$ cat config.mk
export PLATFORM = sky130hd
export DESIGN_NAME = debounce_d
export DESIGN_NICKNAME = d
export VERILOG_FILES = /design/src/rtl/debounce_d.sv
export SDC_FILE = /design/constraint.sdc
export NUM_CORES = 1
export LEC_CHECK = 0
export CAP_MARGIN = 40
export CORE_AREA = 2 2 39 41
export DETAILED_ROUTE_END_ITERATION = 7
export DIE_AREA = 0 0 41 43
export SYNTH_ARGS = -nofsm -noshare
export SYNTH_HDL_FRONTEND = slang
export SYNTH_SLANG_ARGS = --single-unit
$ cat constraint.sdc
create_clock -name Clock -period 1.46 [get_ports Clock]
set_input_delay 0.438 -clock Clock [delete_from_list [all_inputs] [get_ports Clock]]
set_output_delay 0.438 -clock Clock [all_outputs]
set_load 0.01 [all_outputs]
$ cat src/rtl/debounce_d.sv
// debounce_d: debouncer for a raw switch/button level.
//
// RawIn is brought into the Clock domain by a two-flop synchronizer. A
// two-state FSM then requires the synchronized level to differ from D at
// STABLE_CYCLES+1 consecutive edges before D is allowed to follow it.
//
// Parameters:
//   STABLE_CYCLES  stable counted cycles before D follows (1..2^CNT_WIDTH-1)
//   CNT_WIDTH      width of the stability counter
// Ports:
//   Clock   in   single clock, rising edge
//   Reset   in   synchronous active-low reset
//   RawIn   in   raw asynchronous level, may bounce
//   D       out  debounced registered level
//   Rise    out  one-cycle pulse when D goes 0->1
//   Fall    out  one-cycle pulse when D goes 1->0
//   Busy    out  high while a candidate change is being qualified
//
// Build option:
//   DEBOUNCE_EDGE_EN  defined   -> Rise/Fall are registered edge pulses
//                     undefined -> Rise/Fall tied to 0, no edge logic
//
// State | meaning
// IDLE  | synchronized input equals D, counter held at 0
// COUNT | synchronized input differs from D, counting stable cycles
module debounce_d #(
  parameter int STABLE_CYCLES = 8,
  parameter int CNT_WIDTH     = 4
) (
  input  logic Clock,
  input  logic Reset,
  input  logic RawIn,
  output logic D,
  output logic Rise,
  output logic Fall,
  output logic Busy
);

  // The counter must be able to hold STABLE_CYCLES without wrapping.
  if (STABLE_CYCLES < 1 || STABLE_CYCLES > (2 ** CNT_WIDTH) - 1) begin : g_bad_cfg
    $fatal(1, "debounce_d: STABLE_CYCLES must lie in 1..2^CNT_WIDTH-1");
  end

  typedef enum logic {
    IDLE  = 1'b0,
    COUNT = 1'b1
  } state_t;

  localparam logic [CNT_WIDTH-1:0] STABLE_CNT = CNT_WIDTH'(STABLE_CYCLES);

  logic                 sync1_q, sync1_d;
  logic                 sync2_q, sync2_d;
  state_t               state_q, state_d;
  logic [CNT_WIDTH-1:0] count_q, count_d;
  logic                 d_q, d_d;
  logic                 busy_q, busy_d;

  always_comb begin
    sync1_d = RawIn;
    sync2_d = sync1_q;
    state_d = state_q;
    count_d = count_q;
    d_d     = d_q;
    case (state_q)
      IDLE: begin
        if (sync2_q != d_q) begin
          state_d = COUNT;
          count_d = {{(CNT_WIDTH-1){1'b0}}, 1'b1};
        end else begin
          count_d = '0;
        end
      end
      COUNT: begin
        if (sync2_q == d_q) begin
          // Input reverted: drop the candidate, D untouched.
          state_d = IDLE;
          count_d = '0;
        end else if (count_q == STABLE_CNT) begin
          state_d = IDLE;
          count_d = '0;
          d_d     = sync2_q;
        end else begin
          count_d = count_q + 1'b1;
        end
      end
      default: begin
        state_d = IDLE;
        count_d = '0;
      end
    endcase
    // Busy is registered from the next state so it lines up with state_q.
    busy_d = (state_d == COUNT);
  end

`ifdef DEBOUNCE_EDGE_EN
  logic rise_q, rise_d;
  logic fall_q, fall_d;

  always_comb begin
    rise_d = d_d & ~d_q;
    fall_d = ~d_d & d_q;
  end
`endif

  always_ff @(posedge Clock) begin
    if (!Reset) begin
      sync1_q <= 1'b0;
      sync2_q <= 1'b0;
      state_q <= IDLE;
      count_q <= '0;
      d_q     <= 1'b0;
      busy_q  <= 1'b0;
`ifdef DEBOUNCE_EDGE_EN
      rise_q  <= 1'b0;
      fall_q  <= 1'b0;
`endif
    end else begin
      sync1_q <= sync1_d;
      sync2_q <= sync2_d;
      state_q <= state_d;
      count_q <= count_d;
      d_q     <= d_d;
      busy_q  <= busy_d;
`ifdef DEBOUNCE_EDGE_EN
      rise_q  <= rise_d;
      fall_q  <= fall_d;
`endif
    end
  end

  assign D    = d_q;
  assign Busy = busy_q;

`ifdef DEBOUNCE_EDGE_EN
  assign Rise = rise_q;
  assign Fall = fall_q;
`else
  assign Rise = 1'b0;
  assign Fall = 1'b0;
`endif

endmodule

Word-level counts from Yosys, hierarchy flattened
Index checks and enable logic that the tools add are counted.
{"block": "classes", "add_sub_neg": 1, "eq_ne": 3, "muxes": 8, "bitwise_logic": 2, "reduce_logical": 1}
{"cell": "$mux 4", "n": 2}
{"cell": "$pmux 4 s2", "n": 1}
{"cell": "$add 4x1->4 const B", "n": 1}
{"cell": "$eq 4x4->1 const B", "n": 1}
{"cell": "$mux 1", "n": 4}
{"cell": "$reduce_and 3->1", "n": 1}
{"cell": "$not 1->1", "n": 2}
{"cell": "$pmux 1 s2", "n": 1}
{"cell": "$eq 1x1->1", "n": 1}
{"cell": "$ne 1x1->1", "n": 1}
{"block": "totals", "reg_bits": 8}

Longest topological paths before layout
Gate-level depths: netlist of the first run.
{"block": "depth", "word_depth": 4, "mapped_depth": 5, "mapped_depth_nobuf": 5}

Worst setup path after synthesis of the first run
Ideal clock, no wire load.
{"block": "synth_path", "kind": "reg-to-reg", "from": "register count_q[0]", "to": "register count_q[3]", "setup_time_ns": 0.074, "arrival_time_ns": 1.087, "required_time_ns": 1.386, "setup_slack_ns": 0.298, "stages_incl_launch_ff": 5, "cell_sequence": "dfxtp_1 -> inv_1 -> ha_1 -> or3b_1 -> a31oi_1"}
{"block": "synth_between", "elab_chain_cells": 4, "elab_cells_between_ends": 5, "classes_between": "add/sub: 1; eq/ne: 1; mux: 3"}
{"item": "start, declared", "line_no": "54", "rtl": "logic [CNT_WIDTH-1:0] count_q, count_d;"}
{"item": "start signal, assigned", "line_no": "121", "rtl": "count_q <= count_d;"}
{"item": "$add 4x1->4 / $eq 4x4->1 (equally long branches)", "line_no": "83, 78"}
{"item": "$mux 4 *", "line_no": "78", "rtl": "end else if (count_q == STABLE_CNT) begin"}
{"item": "$mux 4 *", "line_no": "74", "rtl": "if (sync2_q == d_q) begin"}
{"item": "$pmux 4 s2 *", "line_no": "64", "rtl": "case (state_q)"}
Mark *: on every way between the ends. The rest lies on a longest branch, timed or not.
A chain may end at the register's enable or synchronous reset.

Worst setup path in the final report of the first run
{"block": "layout_path", "from": "register d_q, in the netlist D", "to": "output port D"}
{"item": "start, declared", "line_no": "55", "rtl": "logic d_q, d_d;"}
{"item": "start signal, assigned", "line_no": "111", "rtl": "d_q <= 1'b0;"}
{"item": "start signal, assigned", "line_no": "122", "rtl": "d_q <= d_d;"}
{"item": "end, declared", "line_no": "33", "rtl": "output logic D,"}
No word-level cell between the ends.

==> results of run 1 <==
how the worst min path moves through the flow:
stage	to	slack, ns	depth (start not counted)
floorplan	sync2_q	0.41	1
global placement	sync2_q	0.42	1
detailed placement	sync2_q	0.43	1
CTS	sync2_q	0.45	1
global route	sync2_q	0.48	1
finish	sync2_q	0.44	1
routing by layer:
metal	up-vias	routed length [um]	global-route usage
met1	107	263	0.107
met4	0	14	0.100
met2	9	222	0.0938
li1	133	-	-
met5	-	0	0
met3	2	34	0.0524
power by group:
group	switching, uW	internal [uW]
sequential	2.13	223
combinational	8.72	11.7
clock	75.5	94.1
metrics by stage:
step	setup slack, ns	cells	power, uW	area, sq um	util
detailed placement	0.104	56	250	407	0.294
global placement	0.113	56	250	407	0.294
finish	0.132	59	415	427	0.308
floorplan	0.298	36	242	347	-
CTS	0.118	59	425	427	0.308
global route	0.0766	59	440	427	0.308
synthesized netlist by cell type:
library cell | number | share of area
nand3b_1 | 1 | 0.022
inv_1 | 2 | 0.022
a21boi_1 | 1 | 0.022
nand4b_1 | 2 | 0.051
and3_4 | 1 | 0.033
a21oi_1 | 1 | 0.015
nor2_1 | 1 | 0.011
dfxtp_1 | 8 | 0.47
o211ai_1 | 1 | 0.022
or3b_1 | 1 | 0.026
or2b_1 | 1 | 0.022
conb_1 | 1 | 0.011
xor2_1 | 1 | 0.026
a31oi_1 | 1 | 0.018
and2_1 | 2 | 0.036
nand3_1 | 2 | 0.029
nand2_1 | 2 | 0.022
buf_4 | 2 | 0.044
ha_1 | 2 | 0.073
o21ai_0 | 1 | 0.015
o21ai_1 | 1 | 0.015
final cells by class:
cell class	instances	area, sq um
fill	143	957
multi-input combinational	24	164
sequential	8	160
timing repair buffer	6	52.6
clock buffer	3	22.5
tap	16	20.0
inverter	2	7.51
state kept, by name (all words and copies together), names as in the netlist:
| signal | cells |
|---|---|
| count_q | 4 |
| D | 1 |
| sync1_q | 1 |
| sync2_q | 1 |
| Busy | 1 |
timing repair:
| item | in CTS | in global routing |
|---|---|---|
| hold endpoints to repair | 0 | 0 |
| endpoints found under the setup margin | 2 | 0 |
| hold buffers | 0 | 0 |
| gates resized for setup | 2 | 0 |
kinds of logic (layout without fill, tap and decap cells):
family / count (synthesis) / count (layout) / synth area share
other: 1 / 2 / 0.0109
AND/OR/NAND/NOR: 13 / 13 / 0.252
XOR/XNOR: 1 / 1 / 0.0256
flip-flops: 8 / 8 / 0.467
AO/OA/AOI/OAI: 6 / 6 / 0.106
adder cells (fa/ha/maj): 2 / 2 / 0.0730
buffers and inverters: 4 / 11 / 0.0657
==> results_dict.tcl, run 1 <==
set metrics [dict create \
    cts_buffers 3 \
    finalHoldViolCount 0 \
    viasPerCell 4.25 \
    avgSynthCellArea_sq_um 9.80 \
    final_common_cell "dfxtp_1" \
    vias 251 \
    cts.sinks 8 \
    synthCells 35 \
    status "finished clean" \
    rows 14 \
    start_kind "register" \
    path_delay_family "flip-flops" \
    worstSetupPathType "register to primary output" \
    first_pass_iters 2 \
    hp-class "register to register" \
    power_density_mw_per_mm2 972 \
    clock_latency_ns 0.25 \
    grt_setup_unrepaired "false" \
    htreeDepth 1 \
    first_global_vias 236 \
    clk_pin_slew_ns 0.05 \
    drv_cap 0 \
    dieArea_sq_mm 0.00176 \
    cp_slowest_cell "dfxtp_1" \
    initial_core_util 0.248 \
    ys_ff_latch 8 \
    finalCritPeriodShare 0.910 \
    grtUsageTotal 0.0886 \
    slew_violations 0 \
    worstRegToRegCells 4 \
    cp-startpoint "D" \
    setup_violations 0 \
    power_leakage_uw 0.000168 \
    final_nets 50 \
    grt_antenna_before_repair 0 \
    critical_path_required_ns 1.02 \
    cts_tree "done" \
    areaGrowthSynthToFinish_pct 24.5 \
    cts_max_path_buffers 2 \
    post_cts_buffers 0 \
    die_h_um 43 \
    totalWireLength_um 535 \
    final_cell_mix "8 x dfxtp_1, 3 x clkbuf_4" \
    grt_max_degree 8 \
    ys_seq_area_frac 0.467 \
    drive_gt1_frac 0.140 \
    ioPinCount 7 \
    regToRegSetupSlack_ns 0.23 \
    ant_nets 0 \
    syn_area_sq_um 343 \
    ys_warn_count 0 \
    ir_worst_vdd_mv 0.382 \
    path_buf_inv 1 \
    fmax_ghz 0.753 \
    min_period_ns 1.33 \
    critPathCapture "D" \
    r2r-start "count_q[0]" \
    crit_path_max_fanout 3 \
    coreArea_sq_mm 0.00138 \
    grt_overflow 0 \
    yosysUniqueCellTypes 21 \
    grt_first_pass_wirelength_um 938 \
    finalSetupTns_ns 0 \
    die_w_um 41 \
    path_cells "dlygate4sd2_1" \
    drtIter0Drc 6 \
    cts-root-buf "clkbuf_4" \
    hold_path_startpoint "sync1_q" \
    cp.depth 1 \
    place_congestion 0.783 \
    crit_arrival_ns 0.89 \
    wl_per_cell_um 9.07 \
    n_antenna_cell 0 \
    drc_errors 0 \
    r2r_end "count_q[3]" \
    port_buffers 4 \
    cpPeakStageDelay_ns 0.36 \
    finClkSkew_ns 0.000806 \
    whs_ns 0.441 \
    end_kind "primary output" \
]
(Power assumes the default switching activity.)
==> run 2, diff against run 1 <==
--- a/config.mk
+++ b/config.mk
@@ -9,6 +9,7 @@
 export CORE_AREA = 2 2 39 41
 export DETAILED_ROUTE_END_ITERATION = 7
 export DIE_AREA = 0 0 41 43
+export SKIP_CTS_REPAIR_TIMING = 1
 export SYNTH_ARGS = -nofsm -noshare
 export SYNTH_HDL_FRONTEND = slang
 export SYNTH_SLANG_ARGS = --single-unit
==> results_dict.tcl, run 2 (synthesis results as in run 1) <==
set metrics [dict create \
    drive_gt1_frac 0.140 \
    cts_tree "done" \
    first_global_vias 236 \
    fmax_ghz 0.812 \
    clk_pin_slew_ns 0.05 \
    critical_path_required_ns 1.64 \
    finalHoldViolCount 0 \
    grt_max_degree 8 \
    worstSetupPathType "register to register" \
    finalCritPeriodShare 0.844 \
    clock_latency_ns 0.25 \
    p_comb_frac 0.050 \
    pwr-share-seq 0.544 \
    cts_buffers 3 \
    power_frac_clock 0.406 \
    drtIter0Drc 4 \
    wl_per_cell_um 9.22 \
    final_common_cell "dfxtp_1" \
    ioPinCount 7 \
    slew_violations 0 \
    initial_core_util 0.248 \
    areaGrowthSynthToFinish_pct 26.6 \
    hp-class "register to register" \
    dpl.cell_count 56 \
    finClkSkew_ns 0.000306 \
    first_pass_iters 3 \
    crit_arrival_ns 1.41 \
    p_int_uw 328 \
    n_antenna_cell 0 \
    place_congestion 0.783 \
    grt_antenna_before_repair 0 \
    final_nets 50 \
    grt_overflow 0 \
    p_sw_uw 84.7 \
    ant_nets 0 \
    cts.sinks 8 \
    final_cell_mix "8 x dfxtp_1, 3 x clkbuf_4" \
    htreeDepth 1 \
    power_leakage_uw 0.000195 \
    power_density_mw_per_mm2 952 \
    setup_violations 0 \
    die_w_um 41 \
    die_h_um 43 \
    grtUsageTotal 0.0886 \
    coreArea_sq_mm 0.00138 \
    end_kind "register" \
    setup_ws_ns 0.228 \
    largest_register_ffs 4 \
    dieArea_sq_mm 0.00176 \
    ir_worst_vdd_mv 0.382 \
    port_buffers 4 \
    rows 14 \
    grt_first_pass_wirelength_um 938 \
    post-place-ws_ns 0.104 \
    vias 254 \
    min_period_ns 1.23 \
    start_kind "register" \
    cts_max_path_buffers 2 \
    cts-root-buf "clkbuf_4" \
    status "finished clean" \
    layout.cells.non_filler 59 \
    grt_setup_unrepaired "false" \
    p_sw_frac 0.205 \
    drc_errors 0 \
    regMostFlops "count_q" \
    totalWireLength_um 544 \
    viasPerCell 4.31 \
    drv_cap 0 \
    crit_path_max_fanout 4 \
]
==> run 2: changes by cell type in the layout (fill, tap and decap cells not counted) <==
cell,previous run,this run
dlygate4sd2_1,2,0
dlymetal6s2s_1,0,2
==> run 2: path summary, 6_finish.rpt <==
check                   from          to  slack (ns)  cells past startpoint
hold reg to reg      sync1_q     sync2_q        0.44                      1
setup / recovery  count_q[0]  count_q[3]        0.23                      4
setup reg to reg  count_q[0]  count_q[3]        0.23                      4
hold / removal       sync1_q     sync2_q        0.44                      1
==> run 2: final cells by class <==
cell class              count  area, sq um
clock buffers               3         22.5
fillers                   141          950
inverters                   2         7.51
multi-input cells          24          164
flip-flops and latches      8          160
well taps                  16         20.0
repair buffers              6         60.1
==> run 2: critical path, stage by stage, from the launching register on <==
cell and delay (ns):
dfxtp_1 0.37, inv_1 0.07, ha_1 0.22, or3b_1 0.35
a31oi_1 0.15
==> run 2: metal layers <==
layer	track usage	wire length [um]	vias up
li1	-	-	133
met1	0.107	269	115
met2	0.0938	245	6
met3	0.0524	29	0
met4	0.100	0	0
met5	0	0	-
==> run 2: stage by stage <==
stage	area, sq um	total power (uW)	hold WS, ns	TNS, ns	util
floorplan	347	242	0.412	0	-
global placement	407	250	0.420	0	0.294
detailed placement	407	250	0.428	0	0.294
CTS	429	426	0.448	-0.275	0.310
global route	434	440	0.480	0	0.314
finish	434	413	0.441	0	0.314
==> run 2: power by group through the flow <==
stage               registers (uW)  logic (uW)  clock network [uW]
finish                         225        20.8                 168
detailed placement             229        20.9                   0
CTS                            225        21.0                 180
global route                   225        23.6                 191
floorplan                      229        12.2                   0
global placement               230        21.0                   0
==> run 3, diff against run 2 <==
==> constraint.sdc (replaced) <==
create_clock -name Clock -period 1.25 [get_ports Clock]
set_input_delay 0.375 -clock Clock [delete_from_list [all_inputs] [get_ports Clock]]
set_output_delay 0.375 -clock Clock [all_outputs]
set_load 0.01 [all_outputs]
==> results_dict.tcl, run 3 (synthesis results as in run 1) <==
set metrics [dict create \
    hp-class "register to register" \
    first_global_vias 241 \
    cts.sinks 8 \
    cts_max_path_buffers 2 \
    fillers 152 \
    status "finished clean" \
    finClkSkew_ns 0.00565 \
    first_pass_iters 2 \
    grtUsageTotal 0.0857 \
    place_congestion 0.724 \
    crit_path_max_fanout 3 \
    die_h_um 43 \
    ir_worst_vdd_mv 0.517 \
    htreeDepth 1 \
    path_cells "inv_1 > ha_1 > or3b_1 > a31oi_1" \
    initial_core_util 0.248 \
    cp_slowest_cell "or3b_1" \
    cts-root-buf "clkbuf_4" \
    grt_first_pass_wirelength_um 952 \
    r2r_end "count_q[3]" \
    min_period_ns 1.16 \
    setup_violations 0 \
    grt_antenna_before_repair 0 \
    final_common_cell "dfxtp_1" \
    die_w_um 41 \
    final_nets 54 \
    worstSetupPathType "register to register" \
    finalHoldViolCount 0 \
    finalPower_uw 491 \
    critPathCapture "count_q[3]" \
    r2r-start "count_q[1]" \
    ioPinCount 7 \
    drive_gt1_frac 0.234 \
    slew_violations 0 \
    whs_ns 0.432 \
    regMostFlops "count_q" \
    n_antenna_cell 0 \
    power_leakage_uw 0.000215 \
    wl_per_cell_um 9.60 \
    drc_errors 0 \
    ant_nets 0 \
    crit_arrival_ns 1.35 \
    rows 14 \
    grt_setup_unrepaired "false" \
    power_density_mw_per_mm2 1050 \
    dp_hpwl_um 448 \
    seqCellArea_sq_um 161 \
    multi_input_area_sq_um 164 \
    largest_register_ffs 4 \
    grt_overflow 0 \
    dieArea_sq_mm 0.00176 \
    cts_tree "done" \
    regToRegSetupSlack_ns 0.09 \
    vias 272 \
    clk_pin_slew_ns 0.06 \
    cpPeakStageDelay_ns 0.35 \
    start_kind "register" \
    finalCritPeriodShare 0.930 \
    port_buffers 4 \
    cp-startpoint "count_q[1]" \
    totalWireLength_um 605 \
    viasPerCell 4.32 \
    cts_buffers 3 \
    grt_max_degree 8 \
    areaGrowthSynthToFinish_pct 35.8 \
    final_cell_mix "7 x dfxtp_1, 6 x buf_4, 3 x clkbuf_4" \
    coreArea_sq_mm 0.00138 \
    drtIter0Drc 3 \
    worstRegToRegCells 4 \
    clock_latency_ns 0.25 \
    drv_cap 0 \
    fmax_ghz 0.860 \
    critical_path_required_ns 1.44 \
    end_kind "register" \
]
==> run 3: worst max-delay path, delay by kind of cell, from the launching register on <==
family                   cells  cell delay (ns)
buffers and inverters        1             0.05
flip-flops                   1             0.34
AND/OR/NAND/NOR              1             0.35
AO/OA/AOI/OAI                1             0.15
adder cells (fa/ha/maj)      1             0.20
==> run 3: final cells by class <==
type	count	area share
Inverter	2	0.0161
Sequential cell	8	0.347
Clock buffer	3	0.0484
Multi-Input combinational cell	24	0.352
Tap cell	16	0.0430
Timing Repair Buffer	10	0.194
==> run 3: metrics by stage <==
stage               TNS (ns)  cells  setup WS (ns)  utilization  area, sq um
finish                     0     63         0.0872        0.336          465
global placement     -0.0629     60        -0.0347        0.316          437
global route               0     63        0.00525        0.336          465
floorplan                  0     36         0.0884            -          347
detailed placement    -0.125     60        -0.0516        0.316          437
CTS                   -0.518     63         -0.260        0.332          459
==> run 3: how the worst min path moves through the flow <==
stage / start / to / slack [ns] / cells past startpoint
final: sync1_q / sync2_q / 0.43 / 1
after global routing: sync1_q / sync2_q / 0.45 / 1
after CTS: sync1_q / sync2_q / 0.44 / 1
after detailed placement: sync1_q / sync2_q / 0.43 / 1
after global placement: sync1_q / sync2_q / 0.41 / 1
after floorplan: sync1_q / sync2_q / 0.41 / 1
==> run 3: per-layer routing <==
layer	GRT usage	vias up	share of wire
met3	0.0471	0	0.061
met5	0	-	0
met4	0.0600	0	0
met2	0.122	6	0.47
met1	0.0912	125	0.46
li1	-	141	-
==> run 3: report_power, final <==
part	switching, uW	total, uW	internal, uW
Sequential	2.16	262	260
Combinational	11.3	28.2	16.9
Clock	90.4	200	110
Total	104	491	387
